`config.mk`:
```
export PLATFORM = sky130hd
export DESIGN_NAME = pc_gen
export DESIGN_NICKNAME = d
export VERILOG_FILES = /design/src/rtl/pc_pkg.sv /design/src/rtl/pc_next_sel.sv /design/src/rtl/pc_gen.sv
export SDC_FILE = /design/constraint.sdc
export NUM_CORES = 1
export LEC_CHECK = 0
export ABC_AREA = 1
export BUFFER_PORTS_ARGS = -buffer_cell sky130_fd_sc_hd__buf_2
export CAP_MARGIN = 25
export CELL_PAD_IN_SITES_DETAIL_PLACEMENT = 1
export CELL_PAD_IN_SITES_GLOBAL_PLACEMENT = 1
export CORE_AREA = 2 2 104 106
export DETAILED_ROUTE_END_ITERATION = 12
export DIE_AREA = 0 0 106 108
export GPL_TIMING_DRIVEN = 0
export PLACE_DENSITY = 0.84
export SLEW_MARGIN = 40
export SYNTH_ARGS = -nofsm -noshare
export SYNTH_HDL_FRONTEND = slang
export SYNTH_SLANG_ARGS = --single-unit
```
`constraint.sdc`:
```
create_clock -name clk -period 4.8 [get_ports clk]
set_clock_uncertainty 0.15 [all_clocks]
set_input_delay 0.48 -clock clk [delete_from_list [all_inputs] [get_ports clk]]
set_output_delay 0.48 -clock clk [all_outputs]
set_load 0.02 [all_outputs]
```
`src/rtl/pc_pkg.sv`:
```
// pc_pkg: shared FSM states and default constants for the program-counter generator.
package pc_pkg;

    typedef enum logic [1:0] {
        BOOT,
        RUN,
        HALTED
    } pc_state_e;

    localparam logic [31:0] DEF_RESET_VECTOR = 32'h0000_0000;
    localparam int          DEF_INCR         = 4;
    localparam int          DEF_ALIGN_BITS   = 2;

endpackage

```
`src/rtl/pc_next_sel.sv`:
```
// pc_next_sel: next-PC priority mux (trap > redirect > advance > hold) with target alignment handling.
// PC_MISALIGN_CHECK_EN: misaligned targets are rejected and flagged; otherwise their low bits are cleared.
module pc_next_sel
    import pc_pkg::*;
#(
    parameter int XLEN       = 32,
    parameter int ALIGN_BITS = DEF_ALIGN_BITS
) (
    input  logic            i_en,
    input  logic [XLEN-1:0] i_pc,
    input  logic [XLEN-1:0] i_pc_plus,
    input  logic            i_advance,
    input  logic            i_trap_valid,
    input  logic [XLEN-1:0] i_trap_vector,
    input  logic            i_redirect_valid,
    input  logic [XLEN-1:0] i_redirect_target,
    output logic [XLEN-1:0] o_pc_next,
    output logic            o_misalign,
    output logic [XLEN-1:0] o_misalign_addr
);

    localparam logic [XLEN-1:0] ALIGN_MASK = ~((XLEN'(1) << ALIGN_BITS) - XLEN'(1));

    logic w_trap;
    logic w_redir;

    assign w_trap  = i_en & i_trap_valid;
    assign w_redir = i_en & i_redirect_valid;

`ifdef PC_MISALIGN_CHECK_EN
    logic w_trap_bad;
    logic w_take_trap;
    logic w_redir_bad;
    logic w_take_redir;

    // A rejected trap falls through to the redirect, which may itself be rejected.
    assign w_trap_bad   = w_trap && |(i_trap_vector & ~ALIGN_MASK);
    assign w_take_trap  = w_trap && !w_trap_bad;
    assign w_redir_bad  = w_redir && !w_take_trap && |(i_redirect_target & ~ALIGN_MASK);
    assign w_take_redir = w_redir && !w_take_trap && !w_redir_bad;

    assign o_pc_next = w_take_trap  ? i_trap_vector :
                       w_take_redir ? i_redirect_target :
                       i_advance    ? i_pc_plus : i_pc;
    assign o_misalign      = w_trap_bad | w_redir_bad;
    assign o_misalign_addr = w_trap_bad  ? i_trap_vector :
                             w_redir_bad ? i_redirect_target : '0;
`else
    assign o_pc_next = w_trap    ? i_trap_vector & ALIGN_MASK :
                       w_redir   ? i_redirect_target & ALIGN_MASK :
                       i_advance ? i_pc_plus : i_pc;
    assign o_misalign      = 1'b0;
    assign o_misalign_addr = '0;
`endif

endmodule

```
`src/rtl/pc_gen.sv`:
```
// pc_gen: fetch PC generator with trap/branch redirects, valid/ready offer and BOOT/RUN/HALTED control.
// Optional PC_MISALIGN_CHECK_EN rejects misaligned redirect targets and reports them on misalign/misalign_addr.
module pc_gen
    import pc_pkg::*;
#(
    parameter int              XLEN         = 32,
    parameter logic [XLEN-1:0] RESET_VECTOR = XLEN'(DEF_RESET_VECTOR),
    parameter int              INCR         = DEF_INCR,
    parameter int              ALIGN_BITS   = DEF_ALIGN_BITS
) (
    input  logic            clk,
    input  logic            rst,
    input  logic            fetch_ready,
    input  logic            redirect_valid,
    input  logic [XLEN-1:0] redirect_target,
    input  logic            trap_valid,
    input  logic [XLEN-1:0] trap_vector,
    input  logic            halt_req,
    input  logic            resume_req,
    output logic            fetch_valid,
    output logic [XLEN-1:0] pc,
    output logic [XLEN-1:0] pc_plus,
    output logic            halted,
    output logic            misalign,
    output logic [XLEN-1:0] misalign_addr
);

    pc_state_e       r_state;
    pc_state_e       w_state_nx;
    logic [XLEN-1:0] r_pc;
    logic            r_fetch_valid;
    logic            r_halted;
    logic            r_misalign;
    logic [XLEN-1:0] r_misalign_addr;
    logic [XLEN-1:0] w_pc_plus;
    logic [XLEN-1:0] w_pc_nx;
    logic            w_misalign;
    logic [XLEN-1:0] w_misalign_addr;

    assign w_pc_plus = r_pc + XLEN'(INCR);

    // Redirects are honoured in RUN and HALTED (debugger-set PC), never in BOOT.
    pc_next_sel #(
        .XLEN       (XLEN),
        .ALIGN_BITS (ALIGN_BITS)
    ) u_next_sel (
        .i_en              (r_state != BOOT),
        .i_pc              (r_pc),
        .i_pc_plus         (w_pc_plus),
        .i_advance         (r_fetch_valid & fetch_ready),
        .i_trap_valid      (trap_valid),
        .i_trap_vector     (trap_vector),
        .i_redirect_valid  (redirect_valid),
        .i_redirect_target (redirect_target),
        .o_pc_next         (w_pc_nx),
        .o_misalign        (w_misalign),
        .o_misalign_addr   (w_misalign_addr)
    );

    always_comb begin
        w_state_nx = (r_state == BOOT) ? RUN :
                     (r_state == RUN)  ? (halt_req ? HALTED : RUN) :
                     (resume_req && !halt_req) ? RUN : HALTED;
    end

    always_ff @(posedge clk) begin
        if (rst) begin
            r_state         <= BOOT;
            r_pc            <= RESET_VECTOR;
            r_fetch_valid   <= 1'b0;
            r_halted        <= 1'b0;
            r_misalign      <= 1'b0;
            r_misalign_addr <= '0;
        end else begin
            r_state         <= w_state_nx;
            r_pc            <= w_pc_nx;
            r_fetch_valid   <= (w_state_nx == RUN);
            r_halted        <= (w_state_nx == HALTED);
            r_misalign      <= w_misalign;
            r_misalign_addr <= w_misalign_addr;
        end
    end

    assign fetch_valid   = r_fetch_valid;
    assign pc            = r_pc;
    assign pc_plus       = w_pc_plus;
    assign halted        = r_halted;
    assign misalign      = r_misalign;
    assign misalign_addr = r_misalign_addr;

endmodule

```
# Yosys cells after proc, flatten, opt, wreduce, memory -nomap -nowiden
# Index checks and enable logic that the tools add are counted.
word_totals:
  in_bits: 71
  out_inout_bits: 99
  wordCells: 25
  register_bits: 36
classes:
  add_sub_neg: 1
  n_eq_ne: 3
  n_bitwise: 3
  mux: 7
  n_reduce_logical: 6
op_table:
  columns: ["cell", "count"]
  rows:
  - ["32-bit two-way mux", 3]
  - ["32-bit by 3-bit adder with 32-bit output (second input constant)", 1]
  - ["2-bit two-way mux", 4]
  - ["2-bit by 1-bit == test with 1-bit output (second input constant)", 2]
  - ["1-bit AND", 3]
  - ["3-bit nonzero test", 1]
  - ["3-bit OR reduction", 1]
  - ["2-bit == test (second input constant)", 1]
  - ["2-bit logical NOT", 1]
  - ["2-bit nonzero test", 1]
  - ["1-bit logical AND", 1]
  - ["1-bit logical NOT", 1]

# Logic depth before layout (Yosys ltp)
depth:
  depth_word: 6
  depth_mapped: 11
  depth_no_buf: 10

# By module
# A second synthesis with hierarchy kept.
hier_totals:
  cells_unflattened: 752
  area_unflattened_um2: 4470.5
modules_own_cells:
  columns: ["mod", "cells_each", "seq_area_each_um2", "area_per_inst_um2", "instances"]
  rows:
  - ["pc_gen", 387, 1381.3, 2894.0, 1]
  - ["pc_next_sel", 365, 0.0, 1576.5, 1]

# Worst setup path after synthesis
# No wires, ideal clock.
synth_path:
  path_kind: "register to output"
  startpoint: "register r_pc[3], in the netlist pc[3]"
  endpoint: "output pc_plus[10]"
  slack_ps: 2695
  n_path_buf: 0
  arrival_time_ps: 1475
  path_stages_with_launch: 6
  path_cell_list: "dfxtp_1 > ha_1 > nand2_1 > nor2_4 > nand2_4 > xnor2_1"
synth_via:
  elab_chain_cells: 1
synth_lines:
  columns: ["element", "line", "text"]
  rows:
  - ["start: declaration", "pc_gen.sv:30", "logic [XLEN-1:0] r_pc;"]
  - ["start signal: assignment", "pc_gen.sv:76", "r_pc <= w_pc_nx;"]
  - ["32-bit by 3-bit adder with 32-bit output", "pc_gen.sv:40", "assign w_pc_plus = r_pc + XLEN'(INCR);"]
  - ["end: declaration", "pc_gen.sv:22", "output logic [XLEN-1:0] pc_plus,"]
# Every way passes these cells.

# Worst setup path after layout
layout_path:
  startpoint: "register r_pc[3], in the netlist pc[3]"
  endpoint: "output pc_plus[16]"
# The elaborated chain is that of the path after synthesis.

==> results.yml <==
critical_path:
  cp_common_cell: "nand3_1"
  r2r_start: "pc[3]$_SDFFE_PP0P_"
  r2r_setup_slack_ps: 2850
  cp_max_fo: 4
  path_cells: "ha_1 > nand3_1 > nor2_1 > nand3_1 > or2_1 > nand2_1 > buf_2"
  worstPathRequired_ps: 4170
  cpMaxStageDelayCell: "dfxtp_1"
  slowest_delay_ps: 420
  reg2reg_depth: 8
  startpoint_type: "flip-flop"
  worstPathArrival_ps: 2020
  rr_endpoint: "pc[16]$_SDFFE_PP0P_"
  crit_path_end_kind: "primary output"
  critical_path_class: "flip-flop to primary output"
yosys:
  netlist_instances: 546
  ys_seq_area_share_pct: 21.76
  synthDistinctLibCells: 30
  ys_seq_elements: 34
  synth_adder_area_share_pct: 0.4000
  synth_top_cells_by_area: "dfxtp_1, nand2_1, o21ai_0"
  yosys.area.top_type: "dfxtp_1"
  synth-simple-area-share_pct: 37.08
  synth_top_family_by_area: "simple AND/OR/NAND/NOR gates"
  netlist.area_leader.share_pct: 21.76
  synth_area_um2: 3128
  synth_compound_area_share_pct: 17.96
  yosysWarnings: 0
  synth-xor-area-share_pct: 1.960
  syn_area_per_cell_um2: 5.729
  muxShareOfSynthArea_pct: 0
routing:
  drtIter0Drc: 137
  via_per_inst: 4.564
  first_pass_iters: 4
  drt_wl_total_um: 12130
  wire_per_inst_um: 14.18
  vias: 3902
  drc: 0
  antenna_left: 0
layout:
  drive_above_1_share_pct: 27.58
  layout_commonest_cell: "nand2_1"
  fin_nets: 789
  most-common-layout-cells: "nand2_1, buf_2, inv_1"
  syn_to_final_growth_pct: 33.24
  nFillCells: 1484
floorplanning:
  dieHeight_um: 108
  coreArea_um2: 10230
  chipWidth_um: 106
  num_rows: 37
  ios: 170
  dieArea_um2: 11450
  initial_core_util_pct: 30.57
sta:
  report.final.hold_viol_count: 0
  finalCritPeriodShare_pct: 55.21
  setup_total_negative_slack_ps: 0
  setup_viol: 0
  worst_pin_slew_ps: 546.8
  period_needed_ps: 2650
  rsz0062_at_grt: "false"
  max-slew-margin-rel_pct: 63.55
  worst_slack_ps: 2150
  fmax_mhz: 377.3
  slew_viol_final: 0
status:
  status: "finished clean"
grt:
  overflow: 0
  antenna_found_initial: 1
  grt_usage_pct: 21.08
  grt_max_degree: 11
  grt_pass1_vias: 3935
  grt_pass1_wl_um: 19170
clock_network:
  cts.sink_count: 34
  htreeDepth: 2
  clk_pin_slew_worst_paths_ps: 70
  cts_setup_buffers: 0
  cts_buffer_depth: 2
  numCtsBuffers: 5
  cts_resized: 0
  cts_hold_buf: 0
  clockRootBuffer: "clkbuf_8"
  clock_latency_ps: 300
  cts_tree: "done"
power:
  powerDensity_nw_per_um2: 273.7
  power.leakage_uw: 0.002357
  ir_drop_mv: 0.1313
placed_design:
  gp_congestion: 0.8664
  dp_slack_ps: 2501
  dp_hpwl_um: 9881
  io_buffer_count: 128
hold_path:
  worstHoldPathCells: 2
  hp-start: "rst"
  worstHoldEndpoint: "r_state[0]$_SDFF_PP0_"
  hp-class: "input port to flip-flop"
flow_run:
  drv_cap: 0
[routing by layer]
metal  global-route usage (%)  wire length (µm)
met5                        0                 0
met1                    25.90              5268
met3                    3.134               678
met2                    38.43              5998
met4                    5.733               181
[worst max-delay path, delay by kind of cell (launching register included)]
family / cells / cell delay (ps)
flops: 1 / 420
simple gates: 5 / 890
buf+inv: 1 / 160
fa+ha+maj: 1 / 260
[metrics by stage]
stage                     hold slack [ps]  util [%]  power [µW]  area [µm²]  instances
final                               282.1     40.74        1141        4168        855
after detailed placement            436.5     39.82       911.3        4074        846
after global placement              385.8     39.82       894.6        4074        846
after global routing                304.5     40.74        1216        4168        855
after CTS                           281.0     40.71        1150        4165        854
after floorplan                     364.2         -       723.0        3263        582
[report_power, final]
group | internal [µW] | switching (µW)
clock network | 116 | 119
logic | 178 | 346
registers | 322 | 59.8
total | 616 | 524
[worst max path at each step]
stage / startpoint / endpoint / cells past startpoint
finish: pc[3]$_SDFFE_PP0P_ / pc_plus[16] / 7
global placement: pc[3]$_SDFFE_PP0P_ / pc_plus[16] / 7
detailed placement: pc[3]$_SDFFE_PP0P_ / pc_plus[16] / 7
global route: pc[3]$_SDFFE_PP0P_ / pc_plus[16] / 7
CTS: pc[3]$_SDFFE_PP0P_ / pc_plus[16] / 7
floorplan: pc[3]$_SDFFE_PP0P_ / pc_plus[10] / 5
[registers in the layout (all words and copies together) (netlist names)]
signal	cells
pc	30
r_state	2
fetch_valid	1
halted	1
[cell usage after synthesis (all sizes together)]
library cell / instances
dfxtp: 34
nand3: 33
conb: 1
a21oi: 22
nand3b: 1
a31oi: 6
and2: 2
nor2: 51
o21ai: 64
o21bai: 11
nand4: 1
a22oi: 1
inv: 75
xnor2: 4
xor2: 3
or2: 1
buf: 44
nand2: 177
clkbuf: 14
ha: 1
[cells by family after synthesis]
group	count (synthesis)
xor+xnor	7
compound gates	104
other cells	1
simple gates	266
buf+inv	133
fa+ha+maj	1
flops	34
[layout make-up]
| cell class | count | area [µm²] | area share (%) |
|---|---|---|---|
| diodes | 1 | 2.502 | 0.06004 |
| plain buffers | 58 | 366.6 | 8.796 |
| clock buffers | 7 | 86.33 | 2.071 |
| clock inverters | 1 | 5.005 | 0.1201 |
| inverters | 75 | 281.5 | 6.755 |
| multi-input cells | 415 | 1934 | 46.41 |
| flip-flops and latches | 34 | 680.7 | 16.33 |
| well taps | 136 | 170.2 | 4.083 |
| repair buffers | 128 | 640.6 | 15.37 |
No activity file was read; power rests on OpenSTA's default activity.
